--- src/rtl/interrupt_ctrl_pkg.sv ---
// Shared constants for the interrupt controller: reset-FSM encoding,
// status-register bit position and counter limits.
package interrupt_ctrl_pkg;

  typedef enum logic [1:0] {
    RS_IDLE = 2'd0,
    RS_LOW  = 2'd1,
    RS_PEND = 2'd2
  } rs_state_t;

  localparam int         I_BIT       = 2;
  localparam logic [3:0] NMI_CNT_MAX = 4'd15;
  localparam logic [2:0] RS_CNT_MAX  = 3'd7;
  localparam logic [2:0] RS_CNT_MIN  = 3'd2;

endpackage

--- src/rtl/intc_sync.sv ---
// Two-flop pin synchronizer with a sample-validity flag; optional 2-cycle
// stability filter when INTC_GLITCH_FILTER_EN is defined.
module intc_sync (
  input  logic i_clk,
  input  logic i_rst,
  input  logic i_pin,
  output logic o_sync,
  output logic o_valid
);

  logic       r_meta;
  logic       r_sync;
  logic [1:0] r_vld;

  // r_vld marks when r_sync holds a real pin sample rather than the reset value
  always_ff @(posedge i_clk) begin
    if (i_rst) begin
      r_meta <= 1'b1;
      r_sync <= 1'b1;
      r_vld  <= 2'b00;
    end else begin
      r_meta <= i_pin;
      r_sync <= r_meta;
      r_vld  <= {r_vld[0], 1'b1};
    end
  end

`ifdef INTC_GLITCH_FILTER_EN
  logic       r_last;
  logic       r_filt;
  logic [1:0] r_fvld;

  always_ff @(posedge i_clk) begin
    if (i_rst) begin
      r_last <= 1'b1;
      r_filt <= 1'b1;
      r_fvld <= 2'b00;
    end else begin
      r_last <= r_sync;
      if (r_sync == r_last) r_filt <= r_sync;
      r_fvld <= {r_fvld[0], r_vld[1]};
    end
  end

  assign o_sync  = r_filt;
  assign o_valid = r_fvld[1];
`else
  assign o_sync  = r_sync;
  assign o_valid = r_vld[1];
`endif

endmodule

--- src/rtl/interrupt_ctrl.sv ---
// Interrupt controller: NMI edge latch with overflow count, level IRQ masked
// by the I flag, and a debounced reset-request FSM. Filter: INTC_GLITCH_FILTER_EN.
module interrupt_ctrl
  import interrupt_ctrl_pkg::*;
(
  input  logic       phi1,
  input  logic       rstAll,
  input  logic       NMI_n,
  input  logic       IRQ_n,
  input  logic       RES_n,
  input  logic [7:0] statusReg,
  input  logic       nmiHandled,
  input  logic       irqHandled,
  input  logic       rstHandled,
  output logic       nmi,
  output logic       irq,
  output logic       rst,
  output logic [3:0] nmiCount
);

  logic w_snmi, w_nmi_vld;
  logic w_sirq, w_irq_vld;
  logic w_sres, w_res_vld;
  logic w_nmi_fall, w_res_low, w_rs_idle;
  logic w_unused_ack;
  logic w_unused_status;

  rs_state_t r_rs_state;
  logic [2:0] r_rs_cnt;
  logic       r_nmi_prev;
  logic       r_nmi_prev_vld;
  logic       r_nmi_pend;
  logic [3:0] r_nmi_cnt;
  logic       r_irq;

  intc_sync u_sync_nmi (.i_clk(phi1), .i_rst(rstAll), .i_pin(NMI_n), .o_sync(w_snmi), .o_valid(w_nmi_vld));
  intc_sync u_sync_irq (.i_clk(phi1), .i_rst(rstAll), .i_pin(IRQ_n), .o_sync(w_sirq), .o_valid(w_irq_vld));
  intc_sync u_sync_res (.i_clk(phi1), .i_rst(rstAll), .i_pin(RES_n), .o_sync(w_sres), .o_valid(w_res_vld));

  // A pin held low through rstAll never yields an edge: both samples must be real
  assign w_nmi_fall = r_nmi_prev_vld & r_nmi_prev & ~w_snmi;
  assign w_res_low  = w_res_vld & ~w_sres;
  assign w_rs_idle  = (r_rs_state == RS_IDLE);

  assign w_unused_ack    = irqHandled;
  assign w_unused_status = ^{statusReg[7:I_BIT+1], statusReg[I_BIT-1:0]};

  always_ff @(posedge phi1) begin
    if (rstAll) begin
      r_nmi_prev     <= 1'b1;
      r_nmi_prev_vld <= 1'b0;
      r_nmi_pend     <= 1'b0;
      r_nmi_cnt      <= 4'd0;
      r_irq          <= 1'b0;
    end else begin
      r_nmi_prev     <= w_snmi;
      r_nmi_prev_vld <= w_nmi_vld;
      if (w_nmi_fall)      r_nmi_pend <= 1'b1;
      else if (nmiHandled) r_nmi_pend <= 1'b0;
      if (w_nmi_fall && r_nmi_pend && !nmiHandled && r_nmi_cnt != NMI_CNT_MAX)
        r_nmi_cnt <= r_nmi_cnt + 4'd1;
      r_irq <= w_irq_vld & ~w_sirq & ~statusReg[I_BIT];
    end
  end

  always_ff @(posedge phi1) begin
    if (rstAll) begin
      r_rs_state <= RS_IDLE;
      r_rs_cnt   <= 3'd0;
    end else begin
      case (r_rs_state)
        RS_IDLE: begin
          if (w_res_low) begin
            r_rs_state <= RS_LOW;
            r_rs_cnt   <= 3'd0;
          end
        end
        RS_LOW: begin
          if (w_res_low) begin
            if (r_rs_cnt != RS_CNT_MAX) r_rs_cnt <= r_rs_cnt + 3'd1;
          end else if (r_rs_cnt >= RS_CNT_MIN) begin
            r_rs_state <= RS_PEND;
          end else begin
            r_rs_state <= RS_IDLE;
          end
        end
        RS_PEND: begin
          if (rstHandled) begin
            r_rs_state <= RS_IDLE;
          end else if (w_res_low) begin
            r_rs_state <= RS_LOW;
            r_rs_cnt   <= 3'd0;
          end
        end
        default: r_rs_state <= RS_IDLE;
      endcase
    end
  end

  assign nmi      = r_nmi_pend & w_rs_idle;
  assign irq      = r_irq & w_rs_idle;
  assign rst      = (r_rs_state == RS_PEND);
  assign nmiCount = r_nmi_cnt;

endmodule
--- config.mk ---
export PLATFORM = sky130hd
export DESIGN_NAME = interrupt_ctrl
export DESIGN_NICKNAME = d
export VERILOG_FILES = /design/src/rtl/interrupt_ctrl_pkg.sv /design/src/rtl/intc_sync.sv /design/src/rtl/interrupt_ctrl.sv
export SDC_FILE = /design/constraint.sdc
export NUM_CORES = 1
export LEC_CHECK = 0
export ABC_AREA = 1
export CAP_MARGIN = 10
export CORE_MARGIN = 4
export CORE_UTILIZATION = 45
export DETAILED_ROUTE_END_ITERATION = 8
export GPL_TIMING_DRIVEN = 1
export PLACE_DENSITY = 0.73
export RECOVER_POWER = 50
export SLEW_MARGIN = 20
export SYNTH_ARGS = -nofsm -noshare
export SYNTH_HDL_FRONTEND = slang
export SYNTH_HIERARCHICAL = 1
export SYNTH_SLANG_ARGS = --single-unit
--- constraint.sdc ---
create_clock -name phi1 -period 2.1 [get_ports phi1]
set_clock_uncertainty 0.1 [all_clocks]
set_input_delay 0.42 -clock phi1 [delete_from_list [all_inputs] [get_ports phi1]]
set_output_delay 0.42 -clock phi1 [all_outputs]
set_load 0.01 [all_outputs]
==> results of run 1 <==
-- logic make-up (layout without fill, tap and decap cells) --
| logic type | Yosys count | in the layout | synth area share [%] |
|---|---|---|---|
| flip-flops | 25 | 25 | 50.2 |
| XOR/XNOR | 1 | 1 | 0.878 |
| AO/OA/AOI/OAI | 10 | 10 | 6.53 |
| adder cells (fa/ha/maj) | 4 | 4 | 5.02 |
| AND/OR/NAND/NOR | 56 | 56 | 26.7 |
| buffers and inverters | 28 | 47 | 10.7 |
-- metal layers --
| metal | vias to the layer above | wire length, um | GRT usage [%] |
|---|---|---|---|
| li1 | 402 | - | - |
| met1 | 329 | 751 | 13.8 |
| met2 | 12 | 692 | 20.9 |
| met3 | 4 | 79 | 3.22 |
| met4 | 0 | 36 | 7.29 |
| met5 | - | 0 | 0 |
-- Yosys cell counts, drive strengths merged --
cell | count | area, sq um
dfxtp | 25 | 500
ha | 4 | 50.1
clkinv | 1 | 3.75
nand2 | 24 | 95.1
a21oi | 5 | 36.3
or2 | 1 | 6.26
buf | 1 | 5.00
nand4 | 1 | 6.26
inv | 26 | 97.6
xor2 | 1 | 8.76
nand3 | 4 | 35.0
nor2 | 25 | 119
o21ai | 5 | 28.8
nor3 | 1 | 5.00
-- layout make-up --
cell class | count | area share [%]
flip-flops and latches | 25 | 41.7
multi-input cells | 71 | 32.5
repair buffers | 16 | 12.3
inverters | 27 | 8.45
well taps | 27 | 2.82
clock buffers | 4 | 2.19
-- worst register-to-register path: cells and delay by family (launching register included) --
kind | cells | cell delay, ns
and+or+nand+nor | 3 | 0.25
DFF | 1 | 0.36
adders and majority gates | 2 | 0.39
AOI/OAI and AO/OA | 1 | 0.16
-- metrics by stage --
stage | util, % | setup WS [ns]
2_1_floorplan | - | 0.893
3_3_place_gp | 57.8 | 0.514
3_5_place_dp | 57.8 | 0.486
4_1_cts | 59.1 | 0.122
5_1_grt | 58.8 | 0.0347
6_report | 58.8 | 0.149
-- flip-flops by register name, summed over array words and instances (netlist names), 2 cells and up --
register	flops
nmiCount	4
r_rs_cnt	3
r_rs_state	2
u_sync_irq/r_vld	2
u_sync_nmi/r_vld	2
u_sync_res/r_vld	2
-- final timing paths --
path / from / to / slack (ns) / cells after the start
worst max-delay path: r_rs_state[0] / nmi / 0.15 / 4
worst min-delay path: u_sync_irq/o_sync / r_irq / 0.32 / 1
worst max register to register: r_rs_cnt[0] / r_rs_cnt[1] / 0.76 / 6
worst min register to register: u_sync_irq/o_sync / r_irq / 0.32 / 1
-- power breakdown --
group / internal, uW / switching, uW / total (uW)
Combinational: 20.5 / 21.3 / 41.8
Clock: 74.1 / 127 / 201
Sequential: 489 / 5.49 / 494
==> key figures, run 1 <==
Run
  • Max_cap viols: 0

GRT
  • First-pass GRT wire length: 2570 um
  • Largest net degree at the start of global routing: 14
  • GRT Util Overall: 12.3%
  • Vias in the first global route: 686
  • Initial antenna violation count: 0
  • GRT Residual Overflow: 0

Layout
  • Final nets: 164
  • Most frequent cells in the layout: 25 x dfxtp_1, 24 x inv_1, 22 x nand2_1
  • N_diodes: 0
  • Commonest non-fill, non-tap cell in the layout: dfxtp_1
  • Syn-to-layout area delta: 20.3%
  • Final Non-Filler Cells: 170
  • Share of cells above drive strength 1: 12.6%
  • Fillers: 212
  • Sequential Area: 500 sq um
  • Design area: 1200 sq um
  • Multi-input gate area: 390 sq um

Worst setup path
  • WP data required: 1.58 ns
  • Crit-path max FO: 4
  • Crit-path max cell delay: 0.54 ns
  • Crit path max-delay family: buffers and inverters
  • Startpoint Class: flip-flop
  • Crit path DAT: 1.43 ns
  • Crit Path Class: reg2out
  • CP Capture Type: output pin
  • Cells along the critical path: inv_1 -> nand2_1 -> nor2_1 -> clkdlybuf4s50_1
  • Worst path bufs/invs: 2
  • CP max stage cell: clkdlybuf4s50_1

Placed design
  • Placed Area: 1180 sq um
  • Dpl cells: 166
  • I/O Buffers: 14
  • Final GP Congestion: 0.687
  • DPL Wire Length: 1200 um

Floorplan
  • Die X: 55.1 um
  • Die height: 55.1 um
  • Area of the die: 3030 sq um
  • Num rows: 16
  • Core Region: 2040 sq um
  • Ports: 23
  • Initial Utilization: 48.8%

Logic synthesis
  • Yosys reg bits: 25
  • Post-synthesis sequential area ratio: 50.2%
  • Syn Nets: 144
  • Netlist cell types: 21
  • Post-synthesis cell area: 997 sq um
  • Post-synthesis average cell area: 8.04 sq um
  • Synth warn: 6
  • Syn Inst Count: 124

Pwr
  • Cell Pwr Density: 614 nW/um^2
  • Peak VDD IR: 0.524 mV
  • Leakage: 0.000512 uW
  • Power, Total: 737 uW

STA
  • RSZ-0062 raised after global routing: false
  • FMAX: 512 MHz
  • Min Hold Slack: 0.316 ns
  • Least-Margin Pin Slew: 0.344 ns
  • Final setup viols: 0
  • Tcrit/Tclk final: 92.9%
  • Slew Limit Fails: 0
  • Final hold vios: 0
  • Rel. slew slack: 77.0%
  • Min Tclk post-route: 1.95 ns
  • Setup TNS: 0 ns

Clock tree
  • H-Tree Depth: 1
  • # Post-CTS Setup Buffers: 0
  • CTS tree: yes
  • Clock transition at the registers of the reported paths: 0.12 ns
  • Post_cts resized: 0
  • Root Buffer: clkbuf_4
  • TritonCTS Sinks: 25
  • Clk_lat worst skew: 0.30 ns
  • Maximum root-to-sink buffer count: 2
  • # hold bufs at CTS: 0
  • Num CTS Buffers: 3

Route
  • Routed wire length per instance: 9.17 um
  • WL final: 1560 um
  • Post-DRT Antenna Nets: 0
  • Pre-Repair DR Iteration Count: 4
  • Vias per inst: 4.39
  • First DRT Iteration DRCs: 8
  • Remaining DRCs: 0
  • Routed via count: 747

Worst hold path
  • Hold Path Class: reg2reg

Run status
  • Outcome: complete, no violations
Power figures use the tool's default switching activity.
==> run 2, diff against run 1 <==
- CAP_MARGIN: 10 -> unset
- CTS_BUF_LIST: unset -> sky130_fd_sc_hd__clkbuf_8
==> run 2 against run 1 <==
Net effect: die area unchanged; cell count unchanged; hold slack worse by 0.0064 ns; cell area rose by 1.6%; critical path type unchanged; largest cell class unchanged.
==> key figures, run 2 (synthesized netlist as in run 1, its figures left out) <==
STA
  • RSZ-0062 raised after global routing: false
  • Final hold vios: 0
  • Final setup viols: 0
  • Tcrit/Tclk final: 89.8%
  • Slew Limit Fails: 0
  • Rel. slew slack: 76.7%
  • Setup TNS: 0 ns
  • FMAX: 530 MHz
  • Least-Margin Pin Slew: 0.350 ns
  • Min Tclk post-route: 1.89 ns
  • Min Hold Slack: 0.310 ns

Clock tree
  • H-Tree Depth: 1
  • Root Buffer: clkbuf_8
  • # Post-CTS Setup Buffers: 0
  • Clock transition at the registers of the reported paths: 0.08 ns
  • Clk_lat worst skew: 0.26 ns
  • Maximum root-to-sink buffer count: 2
  • Num CTS Buffers: 3
  • TritonCTS Sinks: 25
  • Post_cts resized: 0
  • # hold bufs at CTS: 0
  • CTS tree: yes

Placed design
  • DPL Wire Length: 1200 um
  • I/O Buffers: 14
  • Final GP Congestion: 0.687

Worst setup path
  • R2r startpoint: r_rs_cnt[0]
  • Worst setup path start: r_rs_state[1]
  • CP Capture Type: output pin
  • Crit path to: nmi
  • Worst r2r path cells: 6
  • Crit path DAT: 1.37 ns
  • WP data required: 1.58 ns
  • Startpoint Class: flip-flop
  • Worst r2r dst: r_rs_cnt[1]
  • Flop2flop setup slack: 0.77 ns
  • Crit Path Class: reg2out
  • Crit-path max FO: 3

Floorplan
  • Core Region: 2040 sq um
  • Initial Utilization: 48.8%
  • Ports: 23
  • Die height: 55.1 um
  • Area of the die: 3030 sq um
  • Num rows: 16
  • Die X: 55.1 um

GRT
  • GRT Residual Overflow: 0
  • GRT Util Overall: 12.1%
  • Met2 GRT Util: 21.5%
  • Initial antenna violation count: 0
  • Grt met1 use: 13.7%
  • First-pass GRT wire length: 2590 um
  • GRT met3 Usage: 3.22%
  • Largest net degree at the start of global routing: 14
  • Vias in the first global route: 689
  • Top Usage Layer GRT: met2

Route
  • Remaining DRCs: 0
  • Routed wire length per instance: 9.08 um
  • First DRT Iteration DRCs: 7
  • Post-DRT Antenna Nets: 0
  • WL final: 1540 um
  • Vias per inst: 4.37
  • Routed via count: 743
  • Pre-Repair DR Iteration Count: 4

Pwr
  • Power, Total: 797 uW
  • Leakage: 0.000524 uW
  • Switching part of the total: 19.8%
  • Peak VDD IR: 0.439 mV
  • Comb power frac: 5.3%
  • Switching power: 158 uW
  • Clock share of power: 32.8%
  • Pint: 639 uW
  • Cell Pwr Density: 654 nW/um^2
  • Reg power frac: 62.0%

Layout
  • Share of cells above drive strength 1: 12.6%
  • Number of flip-flops in the largest register: 4
  • Final nets: 164
  • N_diodes: 0
  • Syn-to-layout area delta: 22.2%
  • Most frequent cells in the layout: 25 x inv_1, 25 x dfxtp_1, 22 x nand2_1
  • Fillers: 205

Worst hold path
  • Hold Path Class: reg2reg

Run status
  • Outcome: complete, no violations

Run
  • Max_cap viols: 0
## run 2: power by group through the flow
stage	sequential (uW)	clock, uW	combinational (uW)
after floorplan	504	0	22.3
after global placement	504	0	43.5
after detailed placement	505	0	45.1
after CTS	494	275	45.2
after global routing	495	295	48.0
final	494	261	41.9
## run 2: area by class of cell
cell class | instances | area [sq um] | area share, %
tap | 27 | 33.8 | 2.77
clock buffer | 3 | 41.3 | 3.39
timing repair buffer | 16 | 148 | 12.1
multi-input combinational | 71 | 390 | 32.0
clock inverter | 1 | 3.75 | 0.308
sequential | 25 | 500 | 41.1
inverter | 27 | 101 | 8.32
## run 2: worst min path at each step
| stage | startpoint | to | slack [ns] | cells after the start |
|---|---|---|---|---|
| 6_report | u_sync_res/r_vld[0] | u_sync_res/r_vld[1] | 0.31 | 2 |
| 5_1_grt | u_sync_res/r_vld[0] | u_sync_res/r_vld[1] | 0.34 | 2 |
| 4_1_cts | u_sync_irq/r_vld[0] | u_sync_irq/r_vld[1] | 0.31 | 2 |
| 3_5_place_dp | u_sync_nmi/r_meta | u_sync_nmi/o_sync | 0.30 | 2 |
| 3_3_place_gp | u_sync_irq/o_sync | r_irq | 0.29 | 1 |
| 2_1_floorplan | u_sync_irq/o_sync | r_irq | 0.27 | 1 |
## run 2: worst max-delay path: stages (launching register included)
cell	delay (ns)
dfxtp_1	0.34
inv_1	0.07
nand2_1	0.07
nor2_1	0.09
clkdlybuf4s50_1	0.54
## run 2: per-layer routing
layer / share of wire (%) / vias up
li1: - / 402
met2: 46 / 12
met1: 48 / 327
met4: 0.52 / 0
met3: 5.2 / 2
met5: 0 / -
## run 2: through the flow
| stage | util (%) | instances | setup WS [ns] | instance area [sq um] |
|---|---|---|---|---|
| floorplan | - | 124 | 0.893 | 997 |
| global placement | 57.8 | 166 | 0.514 | 1180 |
| detailed placement | 57.8 | 166 | 0.486 | 1180 |
| CTS | 60.0 | 170 | 0.193 | 1230 |
| global route | 59.7 | 170 | 0.113 | 1220 |
| finish | 59.7 | 170 | 0.214 | 1220 |
